[config.mk]
export PLATFORM = sky130hd
export DESIGN_NAME = seq_multiplier_ctrl
export DESIGN_NICKNAME = d
export VERILOG_FILES = /design/src/rtl/seq_multiplier_ctrl.sv
export SDC_FILE = /design/constraint.sdc
export NUM_CORES = 1
export LEC_CHECK = 0
export ABC_AREA = 1
export BUFFER_PORTS_ARGS = -buffer_cell sky130_fd_sc_hd__buf_2
export CAP_MARGIN = 15
export CORE_MARGIN = 2
export CORE_UTILIZATION = 40
export CTS_BUF_LIST = sky130_fd_sc_hd__clkbuf_16
export DETAILED_ROUTE_END_ITERATION = 10
export PLACE_DENSITY = 0.66
export SLEW_MARGIN = 10
export SYNTH_ARGS = -nofsm -noshare
export SYNTH_HDL_FRONTEND = slang
export SYNTH_SLANG_ARGS = --single-unit
[constraint.sdc]
create_clock -name clk -period 4 [get_ports clk]
set_clock_uncertainty 0.15 [all_clocks]
set_input_delay 0.4 -clock clk [delete_from_list [all_inputs] [get_ports clk]]
set_output_delay 0.4 -clock clk [all_outputs]
set_load 0.01 [all_outputs]
[src/rtl/seq_multiplier_ctrl.sv]
// Sequential WIDTH x WIDTH unsigned multiplier.
// The operands are split into 2-bit digits, and one shared 2x2 multiplier
// produces one partial product per cycle.

// 2x2 unsigned multiplier, purely combinational.
module two_bit_multiplier (
  input  logic [1:0] x,
  input  logic [1:0] y,
  output logic [3:0] p
);

  // Full 4-bit product of two 2-bit digits.
  always_comb begin
    p = 4'(x) * 4'(y);
  end

endmodule

// Valid/ready wrapped digit-serial multiply sequencer.
module seq_multiplier_ctrl #(
  parameter int unsigned WIDTH = 8
) (
  input  logic               clk,
  input  logic               rst_n,
  input  logic               in_valid,
  output logic               in_ready,
  input  logic [WIDTH-1:0]   a,
  input  logic [WIDTH-1:0]   b,
  output logic               out_valid,
  input  logic               out_ready,
  output logic [2*WIDTH-1:0] product,
  output logic               busy
);

  localparam int unsigned D  = WIDTH / 2;
  localparam int unsigned IW = (D > 1) ? $clog2(D) : 1;
  localparam int unsigned PW = 2 * WIDTH;
  localparam int unsigned SW = $clog2(PW) + 1;
  localparam logic [IW-1:0] LAST = IW'(D - 1);

  typedef enum logic [1:0] {
    IDLE = 2'd0,
    CALC = 2'd1,
    DONE = 2'd2
  } state_t;

  state_t           state_q, state_d;
  logic [WIDTH-1:0] a_q, a_d;
  logic [WIDTH-1:0] b_q, b_d;
  logic [PW-1:0]    acc_q, acc_d;
  logic [IW-1:0]    i_q, i_d;
  logic [IW-1:0]    j_q, j_d;

  logic [1:0]       a_dig;
  logic [1:0]       b_dig;
  logic [3:0]       pp4;
  logic [SW-1:0]    shamt;
  logic [PW-1:0]    pp_shifted;

  // Select the current digit pair and the shift that aligns its partial product.
  always_comb begin
    a_dig      = 2'(a_q >> {i_q, 1'b0});
    b_dig      = 2'(b_q >> {j_q, 1'b0});
    shamt      = SW'({i_q, 1'b0}) + SW'({j_q, 1'b0});
    pp_shifted = PW'(pp4) << shamt;
  end

  two_bit_multiplier u_mul (
    .x (a_dig),
    .y (b_dig),
    .p (pp4)
  );

  // Next-state logic and datapath updates.
  always_comb begin
    state_d = state_q;
    a_d     = a_q;
    b_d     = b_q;
    acc_d   = acc_q;
    i_d     = i_q;
    j_d     = j_q;
    unique case (state_q)
      IDLE: begin
        if (in_valid && in_ready) begin
          a_d     = a;
          b_d     = b;
          acc_d   = '0;
          i_d     = '0;
          j_d     = '0;
          state_d = CALC;
        end
      end
      CALC: begin
        acc_d = acc_q + pp_shifted;
        if (j_q == LAST) begin
          j_d = '0;
          if (i_q == LAST) begin
            i_d     = '0;
            state_d = DONE;
          end else begin
            i_d = i_q + IW'(1);
          end
        end else begin
          j_d = j_q + IW'(1);
        end
      end
      DONE: begin
        if (out_ready) begin
          state_d = IDLE;
        end
      end
      default: state_d = IDLE;
    endcase
  end

  // State, datapath registers and registered handshake/status decodes.
  always_ff @(posedge clk or negedge rst_n) begin
    if (!rst_n) begin
      state_q   <= IDLE;
      a_q       <= '0;
      b_q       <= '0;
      acc_q     <= '0;
      i_q       <= '0;
      j_q       <= '0;
      in_ready  <= 1'b1;
      out_valid <= 1'b0;
      busy      <= 1'b0;
    end else begin
      state_q   <= state_d;
      a_q       <= a_d;
      b_q       <= b_d;
      acc_q     <= acc_d;
      i_q       <= i_d;
      j_q       <= j_d;
      in_ready  <= (state_d == IDLE);
      out_valid <= (state_d == DONE);
      busy      <= (state_d != IDLE);
    end
  end

  assign product = acc_q;

endmodule

==> impl_metrics.csv, run 1 <==
group,metric,value,unit
route,firstDrtPassIters,5,
yosys,synth-main-ff-cell,"dfrtp_1",
yosys,yosysSeqAreaShare,35.5,%
run,cap_violations,0,
route,routed-via-count,2601,
die,die_w,89.0,um
worst_setup_path,crit_type,"reg2reg",
timing,worst_pin_slew,908,ps
route,drtIter0Drc,137,
cells_and_area,nets,477,
die,start_util,40.5,%
die,rows,31,
outcome,status,"complete, no violations",
yosys,synth_edf_count,0,
cells_and_area,nFillCells,765,
die,die_h,89.0,um
timing,hold_viol_final,0,
pwr,power,2.74,mW
die,ios,39,
timing,setup_viol,0,
pwr,p_per_area,828,nW/um2
timing,slew_headroom,39.4,%
clock_tree,cts_buffers,5,
timing,fin_tns_setup,0,ps
yosys,yosysWarnings,0,
worst_setup_path,critical_path.startpoint_type,"register",
clock_tree,cts_sinks,41,
route,ant_nets,0,
yosys,syn-cell-area,2890,um2
place,place_congestion,0.933,
route,drc,0,
worst_setup_path,endpoint_kind,"register",
yosys,postSynthAreaPerCell,7.30,um2
global_route,grt_pass1_vias,2454,
pwr,peakVddDrop,0.333,mV
clock_tree,cts_tree,"yes",
yosys,syn_nets,438,
clock_tree,cts_resized,0,
yosys,synthArstFlopShare,100,%
cells_and_area,area_delta_synth_final,14.4,%
place,pre_cts_ws,651,ps
global_route,grt_antenna_before_repair,0,
yosys,ys_ff_latch,41,
hold_path,hold_class,"in2async",
place,io_buffer_count,38,
timing,min_period,3360,ps
global_route,grt_max_degree,42,
timing,finalMaxSlewViolations,0,
timing,setup_ws,643,ps
clock_tree,clock_latency,280,ps
yosys,synth.distinct_cells,31,
route,drt-total-wl,6600,um
timing,rsz0062_at_grt,"no",
global_route,grt_pass1_wl,10900,um
worst_setup_path,worst_ep_arrival_time,3380,ps
route,viasPerCell,4.86,
clock_tree,postCtsHoldBufs,0,
timing,fin_crit_sh,83.9,%
pwr,leakagePower,1.87,nW
die,core-area,7140,um2
clock_tree,cts_setup_buffers,0,
clock_tree,clockRootBuffer,"clkbuf_16",
clock_tree,clockBufferDepth,2,
cells_and_area,drive_above_1_share,16.1,%
clock_tree,clkTransAtPathRegs,60,ps
die,dieArea,7930,um2
worst_setup_path,cp.required,4030,ps
global_route,grt_usage,17.6,%
worst_setup_path,cp_max_fo,8,
clock_tree,htree_levels,2,
timing,fmaxAchievable,0.298,GHz
cells_and_area,n_antenna_cell,0,
place,dp_hpwl,5010,um
route,routedWlPerCell,12.3,um
yosys,syn_inst,396,
global_route,overflow,0,
==> power by group <==
group / total [mW] / internal, mW / leakage [nW] / switching (mW)
clock: 0.402 / 0.229 / 0.0672 / 0.173
combinational: 1.58 / 0.606 / 1.30 / 0.977
sequential: 0.753 / 0.609 / 0.508 / 0.145
total: 2.74 / 1.44 / 1.87 / 1.30
==> critical path, cell delays in order, from the launching register on <==
cell and delay (ps):
dfrtp_1 510, ha_1 200, inv_1 50, fa_1 590
inv_1 140, nor3_1 190, inv_1 80, nor2_1 150
inv_1 80, fa_1 390, inv_1 140, nand2_1 70
nand3_1 170, nand2_1 110, nand2_1 70, nand2_1 50
nand3_1 60, nand2_1 50
==> cell type report <==
| cell class | instances | area (um2) | share of cell area [%] |
|---|---|---|---|
| clock buffer | 5 | 125 | 3.78 |
| clock inverter | 3 | 18.8 | 0.567 |
| inverter | 59 | 221 | 6.69 |
| multi-input combinational | 290 | 1600 | 48.4 |
| sequential | 41 | 1030 | 31.1 |
| tap | 99 | 124 | 3.74 |
| timing repair buffer | 38 | 190 | 5.75 |
==> cell usage after synthesis (2+ instances only) <==
cell type | n | area share (%)
inv_2 | 3 | 0.39
ha_1 | 20 | 8.7
a32o_1 | 2 | 0.69
mux2_2 | 8 | 3.1
nand3b_1 | 2 | 0.52
inv_1 | 56 | 7.3
mux2_4 | 8 | 4.2
fa_1 | 2 | 1.4
buf_2 | 4 | 0.69
nor3_1 | 6 | 1.0
o22ai_1 | 3 | 0.65
a21oi_1 | 12 | 2.1
nor2_2 | 2 | 0.43
nand2_1 | 139 | 18
nor2_1 | 33 | 4.3
a31oi_1 | 2 | 0.43
o21bai_1 | 2 | 0.52
dfrtp_1 | 40 | 35
buf_6 | 2 | 0.78
o21ai_0 | 11 | 1.9
nand3_1 | 29 | 5.0
==> stage by stage <==
step	utilization [%]	hold slack (ps)	instances	area [um2]
floorplan	-	-45.6	396	2890
global placement	44.3	343	527	3160
detailed placement	44.3	347	527	3160
CTS	46.4	140	535	3310
global route	46.4	181	535	3310
finish	46.4	93.1	535	3310
==> logic make-up after synthesis <==
logic type | count (synthesis) | synth area share (%)
and+or+nand+nor | 217 | 31.0
buffers and inverters | 65 | 9.13
DFF | 41 | 35.5
AOI/OAI and AO/OA | 34 | 6.75
adders and majority gates | 22 | 10.0
muxes | 16 | 7.27
xor gates and xnor gates | 1 | 0.303
==> per-layer routing <==
layer	GRT usage (%)	routed length [um]	vias up
li1	-	-	1341
met1	22.6	3080	1212
met2	30.4	3240	44
met3	3.14	233	4
met4	5.43	55	0
met5	0	0	-
==> state kept, by name, summed over array words and instances (netlist names) <==
register / cells
a_q: 8
b_q: 8
busy: 1
i_q: 2
in_ready: 1
j_q: 2
out_valid: 1
product: 16
state_q: 2
==> final timing paths <==
| check | depth (start not counted) | start | to | slack [ps] |
|---|---|---|---|---|
| max | 17 | i_q[0] | product[14] | 640 |
| min | 1 | rst_n | product[7] | 90 |
| max reg2reg | 17 | i_q[0] | product[14] | 640 |
| min reg2reg | 2 | product[7] | product[7] | 360 |
| max in group asynchronous | 1 | rst_n | b_q[1] | 3030 |
| min in group clk | 2 | a[5] | a_q[5] | 190 |
==> cells in the final DEF, fill, tap and decap left out, drive strengths merged <==
| master | n |
|---|---|
| a21oi | 12 |
| a22o | 1 |
| a31oi | 2 |
| a32o | 2 |
| and2 | 1 |
| buf | 38 |
| clkbuf | 5 |
| clkinvlp | 2 |
| dfrtp | 40 |
| dfstp | 1 |
| fa | 2 |
| ha | 20 |
| inv | 60 |
| mux2 | 16 |
| nand2 | 140 |
| nand3 | 30 |
| nand3b | 2 |
| nand4 | 1 |
| nor2 | 35 |
| nor3 | 6 |
| o21ai | 12 |
| o21bai | 2 |
| o22ai | 3 |
| or2 | 2 |
| xnor2 | 1 |
Note: power is estimated with default switching activity, not from simulation.
==> inputs of run 2 (changes only) <==
ABC_AREA = 0   (was 1)
PLACE_DENSITY = 0.69   (was 0.66)
clock period = 2.9 ns   (was 4 ns; I/O delays follow)
==> impl_metrics.csv, run 2 <==
group,metric,value,unit
timing,setup_ws,-677,ps
route,viasPerCell,5.29,
die,core-area,6390,um2
pwr,p_sw,2.05,mW
global_route,top_usage_layer,"met2",
global_route,grt_pass1_wl,11900,um
worst_setup_path,worst_ep_arrival_time,3570,ps
yosys,synth.area.top_cells,"dfrtp_1 (38%), ha_1 (9.4%), mux2_2 (6.8%)",
timing,rsz0062_at_grt,"yes",
global_route,overflow,0,
yosys,syn_nets,309,
yosys,postSynthAreaPerCell,9.93,um2
die,rows,29,
worst_setup_path,crit_type,"reg2reg",
yosys,synth_area_leader_cell,"dfrtp_1",
cells_and_area,n_antenna_cell,0,
clock_tree,clock_latency,280,ps
timing,slew_headroom,40.0,%
clock_tree,cts_buffers,5,
worst_setup_path,endpoint_kind,"register",
outcome,status,"finished, violations left",
die,die_w,85.4,um
timing,finalMaxSlewViolations,0,
die,ios,39,
pwr,peakVddDrop,0.793,mV
die,dieArea,7300,um2
run,cap_violations,0,
yosys,ys_ff_latch,41,
yosys,syn_inst,267,
hold_path,hold_class,"in2async",
pwr,clkPwrFrac,12.5,%
yosys,synth_most_common_cell,"dfrtp_1",
timing,min_period,3580,ps
route,ant_nets,0,
global_route,grt_use_met2,35.5,%
timing,fin_crit_sh,123,%
route,drtIter0Drc,117,
clock_tree,clockBufferDepth,2,
global_route,grt_usage,20.4,%
place,io_buffer_count,38,
timing,setup_viol,14,
worst_setup_path,critical_path.startpoint_type,"register",
yosys,yosysWarnings,0,
die,die_h,85.4,um
cells_and_area,final_common_cell,"buf_4",
global_route,grt_max_degree,42,
yosys,synth-main-ff-cell,"dfrtp_1",
route,drc,0,
cells_and_area,layout_common_cells,"buf_4 (65), dfrtp_1 (38), buf_2 (38)",
timing,fmaxAchievable,0.280,GHz
place,pre_cts_ws,-738,ps
cells_and_area,nets,414,
pwr,leakagePower,1.78,nW
pwr,p_per_area,1300,nW/um2
worst_setup_path,cp_max_fo,4,
yosys,yosysSeqAreaShare,38.7,%
pwr,combPwrFrac,67.4,%
route,firstDrtPassIters,4,
pwr,power,5.12,mW
pwr,p_int,3.07,mW
place,dp_hpwl,4950,um
global_route,grt_pass1_vias,2556,
timing,whs,-10.6,ps
yosys,synth_edf_count,0,
route,routed-via-count,2381,
global_route,grt.met1_usage,26.4,%
global_route,grt_antenna_before_repair,0,
yosys,synth.distinct_cells,47,
clock_tree,cts_sinks,41,
worst_setup_path,cp.required,2900,ps
cells_and_area,area_delta_synth_final,48.5,%
route,drt-total-wl,7130,um
yosys,yosysTopAreaCellShare,37.8,%
yosys,yosys-top-cells-count,"dfrtp_1 (40), nand2_1 (33), ha_1 (20)",
global_route,grt_util_met3,3.11,%
timing,worst_pin_slew,900,ps
die,start_util,41.5,%
route,routedWlPerCell,15.8,um
place,place_congestion,0.887,
cells_and_area,nFillCells,494,
timing,hold_viol_final,28,
cells_and_area,drive_above_1_share,52.8,%
clock_tree,htree_levels,2,
cells_and_area,largest_register_ffs,16,
yosys,synthArstFlopShare,100,%
outcome,failed_checks,"negative hold slack, negative setup slack",
pwr,seqPwrFrac,20.1,%
timing,fin_tns_setup,-7150,ps
clock_tree,clockRootBuffer,"clkbuf_16",
pwr,swShare,40.1,%
yosys,syn-cell-area,2650,um2
clock_tree,cts_tree,"yes",
clock_tree,clkTransAtPathRegs,60,ps
run 2: cell types whose count changed after synthesis, sizes merged, moves of 7 or more:
cell / change
inv: -51
o22ai: +11
nand2: -106
xnor2: +7
nor2: -19
nand3: -26
run 2: stage by stage:
stage          cells  hold WS [ps]  utilization [%]  instance area, um2
3_5_place_dp     431           330             53.8                3430
4_1_cts          447          26.3             59.9                3830
3_3_place_gp     431           331             53.8                3430
5_1_grt          450          71.5             61.6                3940
6_report         450         -10.6             61.6                3940
2_1_floorplan    267          -156                -                2740
run 2: cell type report:
class / count / area, um2 / area share, %
Clock buffer: 5 / 125 / 3.18
Timing Repair Buffer: 111 / 768 / 19.5
Multi-Input combinational cell: 205 / 1840 / 46.8
Tap cell: 77 / 96.3 / 2.45
Sequential cell: 41 / 1030 / 26.2
Clock inverter: 3 / 46.3 / 1.18
Inverter: 8 / 30.0 / 0.763
run 2: layer usage:
metal  part of all wire, %  up-vias
li1                      -     1173
met1                    44     1149
met2                    50       48
met3                   3.6       11
met4                   1.9        0
met5                     0        -
run 2: cells by family (layout without fill, tap and decap cells):
family	after synthesis	in the layout	synth area share, %
fa+ha+maj	22	22	10.9
simple gates	83	83	15.1
buf+inv	21	127	3.26
xor+xnor	14	14	4.62
compound gates	64	64	16.4
flops	41	41	38.7
mux	22	22	10.9
run 2: worst paths after layout:
path	from	end	slack (ps)	depth (start not counted)
setup / recovery	i_q[0]	product[5]	-680	18
setup reg to reg	i_q[0]	product[5]	-680	18
max in group asynchronous	rst_n	j_q[0]	2000	1
min in group clk	a[0]	a_q[0]	90	2
hold / removal	rst_n	product[2]	-10	1
hold reg to reg	b_q[5]	b_q[5]	350	1
run 2: power by group through the flow:
stage               registers [mW]  logic (mW)  clock network (mW)
global route                  1.06        3.75               0.675
floorplan                     1.03        1.68                   0
finish                        1.03        3.45               0.641
detailed placement            1.03        2.87                   0
global placement              1.03        2.81                   0
CTS                           1.03        3.17               0.653
run 2: what timing repair did:
item	4_1_cts	5_1_grt
hold buffers	0	0
gates cloned	0	0
setup buffers	12	4
setup endpoints to repair	14	15
pin swaps	39	19
gates resized for setup	35	19
run 2: critical path, cell delays in order, from the launching register on:
cell,delay [ps]
dfrtp_2,430
buf_4,140
buf_4,120
ha_1,180
inv_1,70
fa_2,470
buf_6,160
nor2_4,120
a31oi_4,50
nor2b_1,150
ha_1,300
buf_6,150
buf_4,120
buf_4,140
a31oi_4,250
buf_4,160
buf_6,90
xor2_2,120
o22ai_1,90
==> inputs of run 3 (changes only) <==
CTS_BUF_LIST = sky130_fd_sc_hd__clkbuf_4   (was sky130_fd_sc_hd__clkbuf_16)
==> impl_metrics.csv, run 3 (synthesized netlist as in run 2, its figures left out) <==
group,metric,value,unit
hold_path,hold_depth,2,
hold_path,hold_class,"in2reg",
route,ant_nets,0,
global_route,grt_max_degree,42,
die,start_util,41.5,%
hold_path,hp-start,"a[1]",
clock_tree,clock_latency,350,ps
global_route,overflow,0,
cells_and_area,final_common_cell,"buf_4",
global_route,grt_usage,20.8,%
place,place_congestion,0.887,
clock_tree,clkTransAtPathRegs,140,ps
outcome,status,"finished, violations left",
worst_setup_path,critical_path.startpoint_type,"register",
cells_and_area,largest_register_ffs,16,
outcome,failed_checks,"negative setup slack",
clock_tree,cts_tree,"yes",
timing,rsz0062_at_grt,"yes",
worst_setup_path,ff2ff_setup_slack,-700,ps
timing,hold_viol_final,0,
worst_setup_path,cp.required,2980,ps
timing,min_period,3600,ps
global_route,grt_antenna_before_repair,0,
route,firstDrtPassIters,4,
cells_and_area,n_antenna_cell,0,
pwr,leakagePower,1.82,nW
global_route,grt_pass1_wl,12100,um
cells_and_area,drive_above_1_share,51.8,%
timing,worst_pin_slew,900,ps
timing,setup_ws,-699,ps
route,routed-via-count,2497,
timing,finalMaxSlewViolations,0,
place,place_inst,431,
die,rows,29,
pwr,power,4.88,mW
route,viasPerCell,5.37,
global_route,grt_pass1_vias,2595,
die,die_h,85.4,um
timing,slew_headroom,40.0,%
place,dp_hpwl,4950,um
clock_tree,cts_sinks,41,
pwr,p_per_area,1210,nW/um2
cells_and_area,nets,429,
route,drt-total-wl,7370,um
timing,fmaxAchievable,0.278,GHz
route,routedWlPerCell,15.8,um
cells_and_area,area_delta_synth_final,51.8,%
clock_tree,cts_buffers,5,
die,dieArea,7300,um2
die,ios,39,
clock_tree,clockRootBuffer,"clkbuf_4",
worst_setup_path,rr_endpoint,"product[13]",
worst_setup_path,cp_max_fo,4,
cells_and_area,fin_area,4020,um2
clock_tree,htree_levels,2,
worst_setup_path,worst_ep_arrival_time,3680,ps
timing,setup_viol,14,
cells_and_area,nFillCells,495,
pwr,peakVddDrop,0.768,mV
worst_setup_path,worstReg2RegStart,"i_q[0]",
run,cap_violations,0,
cells_and_area,layout_common_cells,"buf_4 (65), dfrtp_1 (38), buf_2 (38)",
cells_and_area,stdcell_count,465,
worst_setup_path,crit_type,"reg2reg",
die,core-area,6390,um2
worst_setup_path,endpoint_kind,"register",
die,die_w,85.4,um
clock_tree,clockBufferDepth,2,
place,io_buffer_count,38,
timing,fin_crit_sh,124,%
place,place_area,3430,um2
route,drtIter0Drc,131,
hold_path,holdPathEnd,"a_q[1]",
worst_setup_path,r2r.worst_path.cells,14,
route,drc,0,
timing,fin_tns_setup,-7520,ps
-- run 3: timing repair --
item	in CTS	in global routing
hold endpoints to repair	52	1
pin swaps	45	22
resized for setup	51	8
setup endpoints to repair	14	14
hold buffers	13	1
setup buffers	13	4
-- run 3: final cells by class --
cell class                 instances  area [um2]  share of cell area (%)
tap                               77        96.3                    2.39
clock buffer                       5        37.5                   0.933
multi-input combinational        205        1860                    46.3
inverter                           8        30.0                   0.746
timing repair buffer             126         920                    22.9
sequential                        41        1030                    25.6
clock inverter                     3        46.3                    1.15
-- run 3: per-layer routing --
metal | up-vias | share of wire, % | global-route usage [%]
met3 | 14 | 3.1 | 3.21
met5 | - | 0 | 0
met4 | 0 | 1.6 | 6.64
met1 | 1221 | 45 | 27.0
met2 | 59 | 50 | 35.6
li1 | 1203 | - | -
-- run 3: worst max path at each step --
stage / end / depth (start not counted) / startpoint
floorplan: product[14] / 14 / i_q[0]
global placement: product[8] / 14 / i_q[0]
detailed placement: product[15] / 17 / i_q[0]
CTS: product[14] / 15 / j_q[0]
global route: product[12] / 15 / j_q[0]
finish: product[13] / 14 / i_q[0]
-- run 3: critical path, cell delays in order (launching register included) --
cell	delay, ps
dfrtp_2	420
mux4_2	530
and2_4	170
ha_4	160
ha_4	200
nor2b_1	120
a31oi_1	230
buf_4	200
nor2_4	50
ha_4	310
nand2_4	70
buf_4	130
o41ai_2	430
xnor2_1	180
o22ai_1	110
-- run 3: report_power, final --
group	total (mW)	switching, mW	internal (mW)
Clock	0.389	0.207	0.183
Sequential	1.02	0.192	0.833
Combinational	3.47	1.64	1.83
-- run 3: through the flow --
stage / util [%] / setup slack, ps / hold WS, ps
2_1_floorplan: - / -549 / -156
3_3_place_gp: 53.8 / -656 / 331
3_5_place_dp: 53.8 / -738 / 330
4_1_cts: 61.9 / -668 / 0.750
5_1_grt: 63.0 / -796 / 1.72
6_report: 63.0 / -699 / 19.7
